**src/rtl/traffic_light_controller_param.sv**
```systemverilog
`default_nettype none
// ============================================================================
// traffic_light_controller_param: highway/local-road controller with timed
// phases, local green extension, pedestrian walk and night flashing. Rev 1.0
// ============================================================================
module traffic_light_controller_param #(
   parameter int HW_GREEN_MIN = 25,
   parameter int LR_GREEN_MIN = 10,
   parameter int LR_GREEN_MAX = 25,
   parameter int YELLOW_LEN   = 5,
   parameter int ALL_RED_LEN  = 1,
   parameter int FLASH_HALF   = 4,
   parameter int CNT_W        = 8
) (
   input  logic       clk,
   input  logic       rst,
   input  logic       lr_has_car,
   input  logic       ped_req,
   input  logic       night_mode,
   output logic [2:0] hw_light,
   output logic [2:0] lr_light,
   output logic       ped_walk,
   output logic [3:0] state
);

   localparam logic [3:0] c_IDLE    = 4'd0;
   localparam logic [3:0] c_HW_MIN  = 4'd1;
   localparam logic [3:0] c_HW_FREE = 4'd2;
   localparam logic [3:0] c_HW_YEL  = 4'd3;
   localparam logic [3:0] c_AR_1    = 4'd4;
   localparam logic [3:0] c_LR_GRN  = 4'd5;
   localparam logic [3:0] c_LR_YEL  = 4'd6;
   localparam logic [3:0] c_AR_2    = 4'd7;
   localparam logic [3:0] c_FLASH   = 4'd8;

   localparam logic [2:0] c_OFF = 3'b000;
   localparam logic [2:0] c_GRN = 3'b001;
   localparam logic [2:0] c_YEL = 3'b010;
   localparam logic [2:0] c_RED = 3'b100;

   localparam logic [CNT_W-1:0] c_HWG_LAST   = CNT_W'(HW_GREEN_MIN - 1);
   localparam logic [CNT_W-1:0] c_LRMIN_LAST = CNT_W'(LR_GREEN_MIN - 1);
   localparam logic [CNT_W-1:0] c_LRMAX_LAST = CNT_W'(LR_GREEN_MAX - 1);
   localparam logic [CNT_W-1:0] c_YEL_LAST   = CNT_W'(YELLOW_LEN - 1);
   localparam logic [CNT_W-1:0] c_AR_LAST    = CNT_W'(ALL_RED_LEN - 1);
   localparam logic [CNT_W-1:0] c_FL_LAST    = CNT_W'(FLASH_HALF - 1);

   logic [3:0]       r_state;
   logic [CNT_W-1:0] r_cnt;
   logic [2:0]       r_hw;
   logic [2:0]       r_lr;
   logic             r_walk;
   logic             r_ped;
   logic             r_flash_on;

   logic [3:0]       w_nstate;
   logic             w_entry;
   logic             w_flash_wrap;
   logic             w_flash_on_nxt;
   logic [CNT_W-1:0] w_cnt_nxt;
   logic [2:0]       w_hw_nxt;
   logic [2:0]       w_lr_nxt;
   logic             w_walk_nxt;
   logic             w_ped_nxt;

   always_comb begin
      w_nstate = r_state;
      case (r_state)
         c_IDLE:    w_nstate = night_mode ? c_FLASH : c_HW_MIN;
         c_HW_MIN:  if (r_cnt == c_HWG_LAST)
                       w_nstate = (lr_has_car || r_ped) ? c_HW_YEL : c_HW_FREE;
         c_HW_FREE: if (night_mode)               w_nstate = c_FLASH;
                    else if (lr_has_car || r_ped) w_nstate = c_HW_YEL;
         c_HW_YEL:  if (r_cnt == c_YEL_LAST) w_nstate = c_AR_1;
         c_AR_1:    if (r_cnt == c_AR_LAST)  w_nstate = c_LR_GRN;
         // Extension ends as soon as the road is empty past the minimum, or at the hard cap.
         c_LR_GRN:  if (((r_cnt >= c_LRMIN_LAST) && !lr_has_car) || (r_cnt == c_LRMAX_LAST))
                       w_nstate = c_LR_YEL;
         c_LR_YEL:  if (r_cnt == c_YEL_LAST) w_nstate = c_AR_2;
         c_AR_2:    if (r_cnt == c_AR_LAST)  w_nstate = c_HW_MIN;
         c_FLASH:   if (!night_mode)         w_nstate = c_AR_2;
         default:   w_nstate = c_IDLE;
      endcase
   end

   always_comb begin
      w_entry        = (w_nstate != r_state);
      w_flash_wrap   = (r_state == c_FLASH) && (r_cnt == c_FL_LAST);
      w_flash_on_nxt = w_entry ? 1'b1 : (w_flash_wrap ? ~r_flash_on : r_flash_on);

      if (w_entry || w_flash_wrap)
         w_cnt_nxt = '0;
      else if (r_state == c_HW_FREE)
         w_cnt_nxt = r_cnt;
      else
         w_cnt_nxt = r_cnt + 1'b1;

      w_hw_nxt = c_OFF;
      w_lr_nxt = c_OFF;
      case (w_nstate)
         c_HW_MIN, c_HW_FREE: begin w_hw_nxt = c_GRN; w_lr_nxt = c_RED; end
         c_HW_YEL:            begin w_hw_nxt = c_YEL; w_lr_nxt = c_RED; end
         c_AR_1, c_AR_2:      begin w_hw_nxt = c_RED; w_lr_nxt = c_RED; end
         c_LR_GRN:            begin w_hw_nxt = c_RED; w_lr_nxt = c_GRN; end
         c_LR_YEL:            begin w_hw_nxt = c_RED; w_lr_nxt = c_YEL; end
         c_FLASH:             if (w_flash_on_nxt) begin w_hw_nxt = c_YEL; w_lr_nxt = c_RED; end
         default:             ;
      endcase

      // Walk is granted from the request latched before LR_GREEN, held for the whole green.
      if (w_nstate == c_LR_GRN)
         w_walk_nxt = (r_state == c_LR_GRN) ? r_walk : r_ped;
      else
         w_walk_nxt = 1'b0;

      if (w_entry && (w_nstate == c_LR_GRN))
         w_ped_nxt = 1'b0;
      else if (ped_req && (r_state != c_LR_GRN))
         w_ped_nxt = 1'b1;
      else
         w_ped_nxt = r_ped;
   end

   always_ff @(posedge clk or posedge rst) begin
      if (rst) begin
         r_state    <= c_IDLE;
         r_cnt      <= '0;
         r_hw       <= c_OFF;
         r_lr       <= c_OFF;
         r_walk     <= 1'b0;
         r_ped      <= 1'b0;
         r_flash_on <= 1'b0;
      end else begin
         r_state    <= w_nstate;
         r_cnt      <= w_cnt_nxt;
         r_hw       <= w_hw_nxt;
         r_lr       <= w_lr_nxt;
         r_walk     <= w_walk_nxt;
         r_ped      <= w_ped_nxt;
         r_flash_on <= w_flash_on_nxt;
      end
   end

   assign state    = r_state;
   assign hw_light = r_hw;
   assign lr_light = r_lr;
   assign ped_walk = r_walk;

   a_no_conflict: assert property (@(posedge clk) disable iff (rst)
      !((hw_light[1:0] != 2'b00) && (lr_light[1:0] != 2'b00)));

endmodule

`default_nettype wire

```
**config.mk**
```make
export PLATFORM = sky130hd
export DESIGN_NAME = traffic_light_controller_param
export DESIGN_NICKNAME = d
export VERILOG_FILES = /design/src/rtl/traffic_light_controller_param.sv
export SDC_FILE = /design/constraint.sdc
export NUM_CORES = 1
export LEC_CHECK = 0
export BUFFER_PORTS_ARGS = -buffer_cell sky130_fd_sc_hd__buf_2
export CAP_MARGIN = 10
export CORE_MARGIN = 1
export CORE_UTILIZATION = 45
export CTS_BUF_LIST = sky130_fd_sc_hd__clkbuf_2 sky130_fd_sc_hd__clkbuf_4 sky130_fd_sc_hd__clkbuf_8
export CTS_CLUSTER_SIZE = 12
export DETAILED_ROUTE_END_ITERATION = 16
export PLACE_DENSITY = 0.67
export SLEW_MARGIN = 10
export SYNTH_ARGS = -nofsm -noshare
export SYNTH_HDL_FRONTEND = slang
export SYNTH_SLANG_ARGS = --single-unit
```
**constraint.sdc**
```tcl
create_clock -name clk -period 2.1 [get_ports clk]
set_clock_uncertainty 0.15 [all_clocks]
set_input_delay 0.42 -clock clk [delete_from_list [all_inputs] [get_ports clk]]
set_output_delay 0.42 -clock clk [all_outputs]
set_load 0.02 [all_outputs]
```
# Word level (Yosys, flattened, before mapping)
# Cells that the tools add are included.
# Widths: inputs -> output; s select.
[op_classes]
n_lt_le_gt_ge = 1
n_eq_ne = 23
muxes = 24
n_addsub = 1
reduce_logical = 14
n_bitwise = 1
[ops]
columns = ["op", "n"]
rows = [
  ["$mux 4", 10],
  ["$pmux 4 s9", 1],
  ["$eq 4x3->1 const B", 8],
  ["$pmux 3 s4", 2],
  ["$eq 4x2->1 const B", 4],
  ["$mux 8", 2],
  ["$add 8x1->8 const B", 1],
  ["$eq 4x1->1 const B", 2],
  ["$eq 4x4->1 const B", 2],
  ["$eq 8x2->1 const B", 1],
  ["$eq 8x3->1 const B", 1],
  ["$eq 8x5->1 const B", 1],
  ["$ge 8x4->1 const B", 1],
  ["$logic_not 8->1", 1],
  ["$mux 1", 7],
  ["$reduce_or 5->1", 1],
  ["$logic_and 1x1->1", 4],
  ["$logic_not 4->1", 1],
  ["$ne 2x2->1 const B", 2],
  ["$ne 4x3->1 const B", 1],
  ["$ne 4x4->1", 1],
  ["$reduce_or 4->1", 1],
  ["$logic_or 1x1->1", 3],
  ["$mux 3", 1],
  ["5 further kinds", 5],
]
[word_totals]
input_bits = 5
out_inout_bits = 11
reg_bits = 21
word_cells = 71

# Depth between registers and ports, before layout
# Gate-level depths: netlist of the first run.
[depth]
ltp_word = 9
depth_mapped = 10
ltp_nobuf = 10

# Worst setup path after synthesis of the first run
# OpenSTA, ideal clock, no wires.
[synth_path]
kind = "reg-to-reg"
start = "register r_cnt[0]"
end = "register r_lr[2], in the netlist lr_light[2]"
stages_incl_launch_ff = 11
t_required_ns = 1.829
synth_period_minus_slack_ns = 2.325
path_slack_ns = -0.225
t_arrival_ns = 2.054
path_cell_list = "dfrtp_1 > inv_1 > ha_1 > or4b_4 > nor3_4 > mux2i_1 > o22a_2 > clkinv_2 > xnor2_1 > nor2_1 > o21ai_2"
[synth_between]
elab_chain_len = 9
[synth_rtl]
columns = ["item", "line_no", "source"]
rows = [
  ["start, declared", "49", "logic [CNT_W-1:0] r_cnt;"],
  ["start signal, assigned", "135", "r_cnt <= w_cnt_nxt;"],
  ["$ge 8x4->1", "77", "c_LR_GRN: if (((r_cnt >= c_LRMIN_LAST) && !lr_has_car) || (r_cnt == c_LRMAX_LAST))"],
  ["$logic_and 1x1->1", "77", ""],
  ["$logic_or 1x1->1", "77", ""],
  ["$mux 4", "77", ""],
  ["$pmux 4 s9 (*)", "68", "case (r_state)"],
  ["net w_nstate[2]", "56", "logic [3:0] w_nstate;"],
  ["$ne 4x4->1", "87", "w_entry = (w_nstate != r_state);"],
  ["$mux 1", "89", "w_flash_on_nxt = w_entry ? 1'b1 : (w_flash_wrap ? ~r_flash_on : r_flash_on);"],
  ["$mux 3", "106", "c_FLASH: if (w_flash_on_nxt) begin w_hw_nxt = c_YEL; w_lr_nxt = c_RED; end"],
  ["$pmux 3 s4 (*)", "100", "case (w_nstate)"],
  ["net w_lr_nxt[2]", "62", "logic [2:0] w_lr_nxt;"],
  ["end signal, assigned", "129", "r_lr <= c_OFF;"],
  ["end signal, assigned", "137", "r_lr <= w_lr_nxt;"],
  ["end, declared", "51", "logic [2:0] r_lr;"],
]
# Mark *: on every way through the listed nets, which the timed path passes. The rest lies on a longest branch.
# A chain may end at the register's enable or synchronous reset.

# Worst setup path in the final report of the first run
[layout_path]
start = "register r_state[3], in the netlist state[3]"
end = "register r_hw[1], in the netlist hw_light[1]"
[layout_between]
elab_chain_len = 7
[layout_rtl]
columns = ["item", "line_no", "source"]
rows = [
  ["start, declared", "48", "logic [3:0] r_state;"],
  ["start signal, assigned", "126", "r_state <= c_IDLE;"],
  ["start signal, assigned", "134", "r_state <= w_nstate;"],
  ["$mux 4", "73", "else if (lr_has_car || r_ped) w_nstate = c_HW_YEL;"],
  ["$mux 4", "72", "c_HW_FREE: if (night_mode) w_nstate = c_FLASH;"],
  ["$pmux 4 s9", "68", ""],
  ["$ne 4x4->1", "87", ""],
  ["$mux 1", "89", ""],
  ["$mux 2", "106", ""],
  ["$pmux 3 s4 (*)", "100", ""],
  ["net w_hw_nxt[1]", "61", "logic [2:0] w_hw_nxt;"],
  ["end signal, assigned", "128", "r_hw <= c_OFF;"],
  ["end signal, assigned", "136", "r_hw <= w_hw_nxt;"],
  ["end, declared", "50", "logic [2:0] r_hw;"],
]
# Marked as above.

==> summary.txt, run 1 <==
Outcome
  – Status: finished with violations
  – Failing checks: negative setup slack

Setup path
  – WP data required: 2.17 ns
  – Critical path class: register to register
  – Origin of the critical flop-to-flop path: state[3]
  – Worst path slowest cell: dfrtp_2
  – WP data arrival: 2.45 ns
  – Crit start category: register
  – Delay-heaviest family, CP: compound AO/OA/AOI/OAI gates
  – Crit path cell chain: buf_4, nand2b_1, or3b_4, o21bai_2, nor4b_2, o22a_2, a31o_1, o31ai_1
  – Reg2reg end: hw_light[1]
  – Worst setup EP type: register
  – Worst Path Max Fanout: 3
  – CP bufs+invs: 1
  – Flop2flop setup slack: -0.28 ns
  – Cells on worst reg2reg path: 8
  – Worst path max stage delay: 0.42 ns

Drt
  – DRC Markers: 0
  – Met2 WL: 1780 um
  – Highest metal used: met4
  – Via count: 1339
  – First drt pass iteration count: 4
  – Metal-1 WL: 1640 um
  – Antenna violation net count after detailed routing: 0
  – WL/cell: 15.8 um
  – DR WL met3: 206 um
  – Vias per cell: 5.75
  – First DRT Iteration DRCs: 73
  – WL final: 3680 um

STA
  – RSZ-0062 raised after global routing: true
  – Worst slew pin tran: 0.492 ns
  – Fin Setup TNS: -2.88 ns
  – Worst slew margin: 66.9%
  – Hold slack: 0.244 ns
  – Setup WS post-layout: -0.283 ns
  – Final-report setup violation count: 18
  – Final hold vios: 0
  – Final Slew Violations: 0
  – Minimum clock period after layout: 2.38 ns
  – Fmax: 420 MHz
  – Tcrit/Tclk final: 113%

Logic synthesis
  – Number of enable flip-flop cells after synthesis: 0
  – Sequential fraction of the synthesis area: 37.7%
  – Post-synth top area share: 37.7%
  – Synth Register Bits: 21
  – Most instantiated cells after synthesis: 21 x dfrtp_1, 15 x nor2_1, 11 x nand2_1
  – Syn Area/Cell: 9.76 um^2
  – Post-synth top area cell: dfrtp_1
  – Main flop type after synthesis: dfrtp_1
  – Top-count cell post-synth: dfrtp_1
  – Asr flop ratio synth: 100%
  – Yosys warnings: 0
  – Area contributors post-synth: dfrtp_1 38%, nor2_1 4.0%, xnor2_1 3.8%
  – Synth Net Count: 152
  – Mapped Cells: 143
  – Mapped Area: 1400 um^2
  – Cell variety after synth: 54

Clocking
  – CTS tree: built
  – CTS Buffer Depth: 2
  – Sink Count: 21
  – Skew-Pair Late Insertion Delay: 0.31 ns
  – Worst-path clk slew: 0.12 ns
  – CTS buffer count: 3
  – CTS root buffer: clkbuf_4
  – CTS HTree Levels: 1

Layout
  – Final Cell Area: 1960 um^2
  – Layout fillers: 220
  – Area taken by multi-input logic gates: 891 um^2
  – # diodes: 0
  – Syn-to-layout area delta: 40.3%
  – Share of cells above drive strength 1: 52.5%
  – Nets: 212
  – Register area: 529 um^2

Worst hold path
  – Hold Startpoint: ped_req
  – Hold crit path type: input pin to register
  – Worst Hold End: r_ped
  – Worst hold path depth: 3

Power
  – Clock network fraction of total power: 7.5%
  – Switching Share: 43.9%
  – VDD IR max: 831 uV
  – Sw power: 1.17 mW
  – P per Cell Area: 1360 nW/um^2
  – Combinational share of power: 69.3%
  – Internal Power: 1.50 mW
  – Seq pwr share: 23.2%
  – Static Leak: 0.925 nW

Die
  – Core area: 2850 um^2
  – Site Rows: 19
  – Initial Utilization: 48.9%
  – Die height: 57.7 um
  – Die width: 57.7 um
  – # IOs: 16
  – Die footprint: 3330 um^2

Placement
  – Port bufs: 15
  – RePlAce Congestion: 0.880
  – Place WS: -0.418 ns
  – Placed cell area: 1750 um^2
  – Dpl hpwl: 2720 um

GRT
  – Largest net degree at the start of global routing: 13
  – Remaining Overflow, GRT: 0
  – Number of global-route vias before repair: 1338
  – First-pass GRT wire length: 6100 um
  – Antenna violations before repair: 0
  – Gr usage total: 24.0%

Job
  – Number of max-cap violations: 0
==> final cells by class <==
cell class	count	share of cell area, %
Inverter	12	2.43
Multi-Input combinational cell	105	45.5
Timing Repair Buffer	60	21.6
Sequential cell	21	27.0
Tap cell	31	1.98
Clock inverter	1	0.256
Clock buffer	3	1.15
==> timing repair <==
| action | in CTS | in global routing |
|---|---|---|
| hold buffers | 1 | 0 |
| endpoints found under the setup margin | 18 | 19 |
| setup buffers | 8 | 3 |
| hold endpoints to repair | 10 | 0 |
| gates resized for setup | 11 | 14 |
| pin swaps | 5 | 3 |
==> cells by family after synthesis <==
| kind of cell | after synthesis | synth area share (%) |
|---|---|---|
| fa+ha+maj | 4 | 3.59 |
| simple gates | 63 | 28.0 |
| xor+xnor | 10 | 7.62 |
| flops | 21 | 37.7 |
| mux | 3 | 2.24 |
| buf+inv | 17 | 6.46 |
| compound gates | 25 | 14.4 |
==> stage by stage <==
stage          power [mW]  std cells  util [%]
2_1_floorplan        1.49        143         -
3_3_place_gp         2.12        219      61.4
3_5_place_dp         2.17        219      61.4
4_1_cts              2.53        231      66.2
5_1_grt              2.84        233      68.6
6_report             2.67        233      68.6
==> how the worst max path moves through the flow <==
stage                        start     endpoint  slack [ns]  depth (start not counted)
after floorplan           r_cnt[0]  lr_light[2]       -0.15                         10
after global placement    r_cnt[0]  lr_light[2]       -0.39                         10
after detailed placement  r_cnt[0]  lr_light[2]       -0.42                         10
after CTS                 state[2]  hw_light[1]       -0.23                          7
after global routing      state[3]  hw_light[1]       -0.34                          8
final                     state[3]  hw_light[1]       -0.28                          8
==> registers in the layout, indices dropped and copies added (netlist names) <==
name	count
r_ped	1
lr_light	3
state	4
r_flash_on	1
ped_walk	1
r_cnt	8
hw_light	3
==> worst reg2reg max path: cells and delay by family, from the launching register on <==
kind	cells	cell delay (ns)
DFF	1	0.42
buffers and inverters	1	0.14
AOI/OAI and AO/OA	4	0.82
and+or+nand+nor	3	0.76
==> placed cells by master (no fill, tap or decap), types with 3 or more instances in the layout <==
cell      count
buf_4        42
dfrtp_1      18
buf_2        15
nor2_1       12
nand2_1      10
inv_1         7
xnor2_1       6
a21oi_1       6
nand2b_1      4
inv_2         4
or4b_4        3
nor3_2        3
nor3_4        3
or3_1         3
xor2_1        3
ha_1          3
clkbuf_4      3
dfrtp_2       3
==> power by group through the flow <==
stage,Sequential [mW],Combinational (mW),Clock [mW]
final,0.620,1.85,0.200
after global routing,0.630,1.99,0.223
after CTS,0.612,1.72,0.203
after detailed placement,0.626,1.55,0
after global placement,0.618,1.51,0
after floorplan,0.670,0.819,0
==> layer usage <==
layer  track usage [%]  up-vias
met1              33.2      664
met4              6.80        0
met3              2.90        7
li1                  -      624
met2              39.9       44
met5                 0        -
No activity file was read; power rests on OpenSTA's default activity.
==> run 2, diff against run 1 <==
- ABC_AREA: default -> 1
- BUFFER_PORTS_ARGS: -buffer_cell sky130_fd_sc_hd__buf_2 -> default
- DONT_BUFFER_PORTS: default -> 1
- PLACE_DENSITY: 0.67 -> default
==> run 2 against run 1 <==
The flow finishes with violations (design-rule violations). Worst setup slack better by 0.29 ns. Non-clock buffer count is 40 lower. Register-to-register slack better by 0.29 ns. Via count is 7.2% lower. Cell area is 10% lower. Sequential share of layout area is 2.9 points higher. Utilization is 6.4 points lower. Critical endpoint is now ped_walk.
==> summary.txt, run 2 <==
Worst hold path
  – Worst hold path depth: 4 (was 3)
  – Hold crit path type: input pin to register (unchanged)

Drt
  – DRC Markers: 1 (was 0)
  – DR WL met3: 120 um (was 206 um)
  – First DRT Iteration DRCs: 73 (unchanged)
  – WL/cell: 14.0 um (was 15.8 um)
  – Metal-1 WL: 1590 um (was 1640 um)
  – Via count: 1243 (was 1339)
  – Highest metal used: met4 (unchanged)
  – Vias per cell: 5.16 (was 5.75)
  – Met2 WL: 1600 um (was 1780 um)
  – WL final: 3360 um (was 3680 um)
  – Antenna violation net count after detailed routing: 0 (unchanged)
  – First drt pass iteration count: 10 (was 4)

Power
  – P per Cell Area: 1360 nW/um^2 (about the same)
  – Sw power: 1.20 mW (was 1.17 mW)
  – Static Leak: 0.880 nW (was 0.925 nW)
  – Internal Power: 1.19 mW (was 1.50 mW)
  – Total power: 2.39 mW (was 2.67 mW)
  – Seq pwr share: 28.3% (was 23.2%)
  – VDD IR max: 860 uV (was 831 uV)
  – Combinational share of power: 62.7% (was 69.3%)
  – Clock network fraction of total power: 9.0% (was 7.5%)
  – Switching Share: 50.0% (was 43.9%)

Logic synthesis
  – Mapped Cells: 186 (was 143)
  – Top-count cell post-synth: nand2_1 (was dfrtp_1)
  – Synth Register Bits: 21 (unchanged)
  – Main flop type after synthesis: dfrtp_1 (unchanged)
  – Most instantiated cells after synthesis: 41 x nand2_1, 32 x nor2_1, 27 x inv_1 (was 21 x dfrtp_1, 15 x nor2_1, 11 x nand2_1)
  – Area contributors post-synth: dfrtp_1 38%, nand2_1 11%, nor2_1 8.7% (was dfrtp_1 38%, nor2_1 4.0%, xnor2_1 3.8%)
  – Asr flop ratio synth: 100% (unchanged)
  – Yosys warnings: 0 (unchanged)
  – Syn Area/Cell: 7.46 um^2 (was 9.76 um^2)
  – Mapped Area: 1390 um^2 (was 1400 um^2)
  – Post-synth top area cell: dfrtp_1 (unchanged)
  – Sequential fraction of the synthesis area: 37.9% (was 37.7%)
  – Number of enable flip-flop cells after synthesis: 0 (unchanged)
  – Post-synth top area share: 37.9% (was 37.7%)
  – Cell variety after synth: 27 (was 54)
  – Synth Net Count: 195 (was 152)

Layout
  – Most flop-heavy register: r_cnt (unchanged)
  – Commonest non-fill, non-tap cell in the layout: nand2_1 (was buf_4)
  – Final Cell Area: 1760 um^2 (was 1960 um^2)
  – Share of cells above drive strength 1: 38.1% (was 52.5%)
  – Final core utilization: 62.2% (was 68.6%)
  – # diodes: 0 (unchanged)
  – Most frequent cells in the layout: 32 x nand2_1, 25 x inv_1, 19 x dfrtp_1 (was 42 x buf_4, 18 x dfrtp_1, 15 x buf_2)
  – Nets: 220 (was 212)
  – Max reg flops: 8 (unchanged)
  – Syn-to-layout area delta: 26.9% (was 40.3%)

Setup path
  – Critical path depth: 10 (was 8)
  – Crit path cell chain: inv_2, ha_4, nand3_2, o21ai_2, nand2_1, nor2_4, nand3_4, nand2b_4, or2_4, a21oi_2 (was buf_4, nand2b_1, or3b_4, o21bai_2, nor4b_2, o22a_2, a31o_1, o31ai_1)
  – WP data arrival: 2.19 ns (was 2.45 ns)
  – Worst Path Max Fanout: 6 (was 3)
  – Crit start category: register (unchanged)
  – CP bufs+invs: 1 (unchanged)
  – Delay-heaviest family, CP: simple AND/OR/NAND/NOR gates (was compound AO/OA/AOI/OAI gates)
  – Worst path max stage delay: 0.42 ns (about the same)
  – WP data required: 2.19 ns (was 2.17 ns)
  – Worst setup EP type: register (unchanged)
  – Cells on worst reg2reg path: 10 (was 8)
  – Worst path slowest cell: dfrtp_1 (was dfrtp_2)
  – Critical path class: register to register (unchanged)

GRT
  – Gr usage total: 21.0% (was 24.0%)
  – First-pass GRT wire length: 5260 um (was 6100 um)
  – Remaining Overflow, GRT: 0 (unchanged)
  – Largest net degree at the start of global routing: 22 (was 13)
  – Number of global-route vias before repair: 1133 (was 1338)
  – Antenna violations before repair: 0 (unchanged)

Placement
  – Placed cell area: 1480 um^2 (was 1750 um^2)
  – RePlAce Congestion: 0.883 (was 0.880)
  – Port bufs: 0 (was 15)
  – Dpl hpwl: 2280 um (was 2720 um)

Outcome
  – Status: finished with violations (unchanged)
  – Failing checks: design-rule violations (was negative setup slack)

STA
  – Worst slew pin tran: 0.283 ns (was 0.492 ns)
  – Fmax: 477 MHz (was 420 MHz)
  – Minimum clock period after layout: 2.10 ns (was 2.38 ns)
  – Worst slew margin: 81.0% (was 66.9%)
  – Final Slew Violations: 0 (unchanged)
  – RSZ-0062 raised after global routing: true (unchanged)
  – Final-report setup violation count: 0 (was 18)
  – Tcrit/Tclk final: 99.8% (was 113%)
  – Final hold vios: 0 (unchanged)

Clocking
  – CTS buffer count: 3 (unchanged)
  – CTS root buffer: clkbuf_4 (unchanged)
  – Sink Count: 21 (unchanged)
  – CTS HTree Levels: 1 (unchanged)
  – CTS Buffer Depth: 2 (unchanged)
  – Worst-path clk slew: 0.12 ns (about the same)
  – CTS tree: built (unchanged)
  – Skew-Pair Late Insertion Delay: 0.31 ns (about the same)

Die
  – Die footprint: 3310 um^2 (was 3330 um^2)
  – Core area: 2830 um^2 (was 2850 um^2)
  – Die height: 57.5 um (was 57.7 um)
  – Initial Utilization: 49.0% (was 48.9%)
  – # IOs: 16 (unchanged)
  – Site Rows: 19 (unchanged)
  – Die width: 57.5 um (was 57.7 um)

Job
  – Number of max-cap violations: 0 (unchanged)
[run 2: power by group through the flow]
stage	combinational (mW)	clock [mW]	sequential (mW)
4_1_cts	1.20	0.216	0.667
3_5_place_dp	1.14	0	0.674
5_1_grt	1.66	0.239	0.692
2_1_floorplan	0.860	0	0.693
6_report	1.50	0.215	0.676
3_3_place_gp	1.13	0	0.674
[run 2: logic make-up after synthesis]
logic type / Yosys count / synth area share, %
compound gates: 12 / 5.77
buf+inv: 30 / 8.12
flops: 21 / 37.9
xor+xnor: 7 / 4.42
fa+ha+maj: 4 / 3.61
simple gates: 112 / 40.2
[run 2: worst min-delay path, cell delays in order]
cell and delay [ns]:
inv_1 0.02, nor2_1 0.08, o21ai_0 0.07, inv_1 0.05
[run 2: repair_timing]
| action | 4_1_cts | 5_1_grt |
|---|---|---|
| endpoints found under the hold margin | 21 | 0 |
| gates resized for setup | 6 | 38 |
| endpoints found under the setup margin | 12 | 14 |
| pin swaps | 4 | 21 |
| buffers inserted | 2 | 10 |
| hold buffers | 1 | 0 |
[run 2: layout make-up]
type / instances / area (um^2)
clock buffers: 4 / 30.0
fillers: 248 / 1070
inverters: 30 / 113
multi-input cells: 135 / 895
flip-flops and latches: 21 / 528
well taps: 31 / 38.8
repair buffers: 20 / 156
[run 2: worst paths after layout]
kind                          start  endpoint  slack [ns]
max                        r_cnt[1]  ped_walk       0.004
min                         ped_req     r_ped        0.20
max reg2reg                r_cnt[1]  ped_walk       0.004
min reg2reg                   r_ped     r_ped        0.40
max in group asynchronous       rst  state[1]        1.13
min in group asynchronous       rst  r_cnt[7]        0.42
[run 2: stage by stage]
step	hold slack [ns]	cells	setup TNS [ns]	worst slack, ns
floorplan	0.247	186	0	0.176
global placement	0.208	224	0	0.0157
detailed placement	0.215	224	-0.738	-0.0849
CTS	0.204	231	-0.00674	-0.00674
global route	0.263	241	-1.25	-0.144
finish	0.200	241	0	0.00397
[run 2: per-layer routing]
metal,global-route usage (%),up-vias
met5,0,-
met4,9.06,0
met3,3.85,6
met2,28.4,33
met1,32.3,575
li1,-,629
==> run 3, diff against run 2 <==
- SETUP_SLACK_MARGIN: default -> 0.3
==> run 3 against run 2 <==
The run still ends with design-rule violations left. First-iteration DRC count fell by 44%. Largest cell class unchanged. Die area did not move. Count of clock-buffer cells in the layout did not move. Power rose by 3.4%. Critical path depth rose by 2. Maximum frequency rose by 5.5%. Combinational power rose by 4%. Non-clock buffer count rose by 1. Cell area rose by 2.1%.
==> summary.txt, run 3 (synthesis gave the netlist of run 2 again) <==
Layout
  – Area taken by multi-input logic gates: 920 um^2 (was 895 um^2)
  – Most frequent cells in the layout: 30 x nand2_1, 22 x inv_1, 19 x buf_4 (was 32 x nand2_1, 25 x inv_1, 19 x dfrtp_1)
  – # diodes: 0 (unchanged)
  – Commonest non-fill, non-tap cell in the layout: nand2_1 (unchanged)
  – Max reg flops: 8 (unchanged)
  – Share of cells above drive strength 1: 43.6% (was 38.1%)
  – Nets: 221 (was 220)
  – Syn-to-layout area delta: 29.6% (was 26.9%)
  – Register area: 533 um^2 (was 528 um^2)
  – Most flop-heavy register: r_cnt (unchanged)
  – Layout fillers: 255 (was 248)

Setup path
  – Critical path class: register to register (unchanged)
  – Crit path cell chain: inv_2, ha_4, nand2_4, nor2_4, nor2_2, nor2_4, nand2_2, nand2_2, nand2_2, nor2_4, nand4_4, nor2_1 (was inv_2, ha_4, nand3_2, o21ai_2, nand2_1, nor2_4, nand3_4, nand2b_4, or2_4, a21oi_2)
  – Worst path slowest cell: dfrtp_2 (was dfrtp_1)
  – Worst path max stage delay: 0.44 ns (was 0.42 ns)
  – Worst setup EP type: register (unchanged)
  – Crit start category: register (unchanged)
  – WP data arrival: 2.08 ns (was 2.19 ns)
  – WP data required: 2.19 ns (about the same)
  – Worst Path Max Fanout: 8 (was 6)

STA
  – Fmax: 504 MHz (was 477 MHz)
  – Setup WS post-layout: 0.114 ns (was 0.00397 ns)
  – Worst slew pin tran: 0.298 ns (was 0.283 ns)
  – Worst slew margin: 80.0% (was 81.0%)
  – Tcrit/Tclk final: 94.6% (was 99.8%)
  – Final-report setup violation count: 0 (unchanged)
  – Final hold vios: 0 (unchanged)
  – RSZ-0062 raised after global routing: true (unchanged)
  – Hold slack: 0.194 ns (was 0.200 ns)
  – Final Slew Violations: 0 (unchanged)
  – Minimum clock period after layout: 1.99 ns (was 2.10 ns)

Die
  – Die height: 57.5 um (unchanged)
  – Die footprint: 3310 um^2 (unchanged)
  – # IOs: 16 (unchanged)
  – Core area: 2830 um^2 (unchanged)
  – Site Rows: 19 (unchanged)
  – Initial Utilization: 49.0% (unchanged)
  – Die width: 57.5 um (unchanged)

GRT
  – Met1 usage: 30.9% (was 32.3%)
  – Met3 Track Usage GR: 4.08% (was 3.85%)
  – Grt peak-use layer: met2 (was met1)
  – First-pass GRT wire length: 5420 um (was 5260 um)
  – Met2 usage: 32.7% (was 28.4%)
  – Number of global-route vias before repair: 1162 (was 1133)
  – Largest net degree at the start of global routing: 22 (unchanged)
  – Remaining Overflow, GRT: 0 (unchanged)
  – Gr usage total: 21.6% (was 21.0%)
  – Antenna violations before repair: 0 (unchanged)

Power
  – VDD IR max: 1180 uV (was 860 uV)
  – Combinational share of power: 63.2% (was 62.7%)
  – Switching Share: 48.9% (was 50.0%)
  – Internal Power: 1.26 mW (was 1.19 mW)
  – Sw power: 1.21 mW (was 1.20 mW)
  – Seq pwr share: 28.3% (about the same)
  – Total power: 2.47 mW (was 2.39 mW)
  – Static Leak: 0.863 nW (was 0.880 nW)
  – Clock network fraction of total power: 8.6% (was 9.0%)
  – P per Cell Area: 1370 nW/um^2 (was 1360 nW/um^2)

Job
  – Number of max-cap violations: 0 (unchanged)

Drt
  – Vias per cell: 5.03 (was 5.16)
  – WL/cell: 13.0 um (was 14.0 um)
  – DRC Markers: 1 (unchanged)
  – Via count: 1218 (was 1243)
  – First drt pass iteration count: 10 (unchanged)
  – Antenna violation net count after detailed routing: 0 (unchanged)
  – First DRT Iteration DRCs: 41 (was 73)
  – WL final: 3150 um (was 3360 um)

Clocking
  – Skew-Pair Late Insertion Delay: 0.31 ns (about the same)
  – CTS Buffer Depth: 2 (unchanged)
  – CTS HTree Levels: 1 (unchanged)
  – Sink Count: 21 (unchanged)
  – CTS tree: built (unchanged)
  – CTS buffer count: 3 (unchanged)
  – CTS root buffer: clkbuf_4 (unchanged)
  – Worst-path clk slew: 0.12 ns (about the same)

Outcome
  – Status: finished with violations (unchanged)
  – Failing checks: design-rule violations (unchanged)

Placement
  – RePlAce Congestion: 0.906 (was 0.883)
  – Dpl hpwl: 2300 um (was 2280 um)
  – Place WS: -0.00789 ns (was -0.0849 ns)
  – Port bufs: 0 (unchanged)

Worst hold path
  – Hold crit path type: input pin to register (unchanged)
-- run 3: power by group through the flow --
stage          combinational [mW]  sequential, mW  clock (mW)
2_1_floorplan               0.881           0.701           0
3_3_place_gp                 1.10           0.700           0
3_5_place_dp                 1.12           0.702           0
4_1_cts                      1.40           0.699       0.216
5_1_grt                      1.73           0.712       0.232
6_report                     1.56           0.698       0.212
-- run 3: final cells by class --
cell class              count  area share [%]
clock buffers               4            1.67
inverters                  30            6.26
multi-input cells         135            51.1
flip-flops and latches     21            29.6
well taps                  31            2.16
repair buffers             21            9.12
-- run 3: path summary, 6_finish.rpt --
check	from	endpoint	slack (ns)	cells after the start
setup / recovery	r_cnt[0]	r_cnt[1]	0.11	12
hold / removal	ped_req	r_ped	0.19	4
setup reg to reg	r_cnt[0]	r_cnt[1]	0.11	12
hold reg to reg	r_ped	r_ped	0.39	2
max in group asynchronous	rst	state[3]	1.15	3
min in group asynchronous	rst	hw_light[1]	0.42	3
-- run 3: repair_timing --
item,in CTS,in global routing
pin swaps,10,6
endpoints found under the hold margin,21,0
buffers inserted,11,4
resized for setup,31,16
hold buffers,1,0
endpoints found under the setup margin,15,15
-- run 3: worst max-delay path: cells and delay by family (launching register included) --
family                     cells  cell delay (ns)
adders and majority gates      1             0.17
DFF                            1             0.44
buffers and inverters          1             0.09
and+or+nand+nor               10             1.07
-- run 3: stage by stage --
step	area [um^2]	TNS (ns)	utilization [%]	cells
finish	1800	0	63.6	242
detailed placement	1490	-0.00789	52.8	222
floorplan	1420	0	-	186
CTS	1720	0	60.8	238
global route	1800	-0.251	63.6	242
global placement	1490	0	52.8	222
-- run 3: routing by layer --
metal	vias up	routed length, um
met5	-	0
met4	0	43
li1	628	-
met1	562	1530
met3	4	139
met2	24	1440
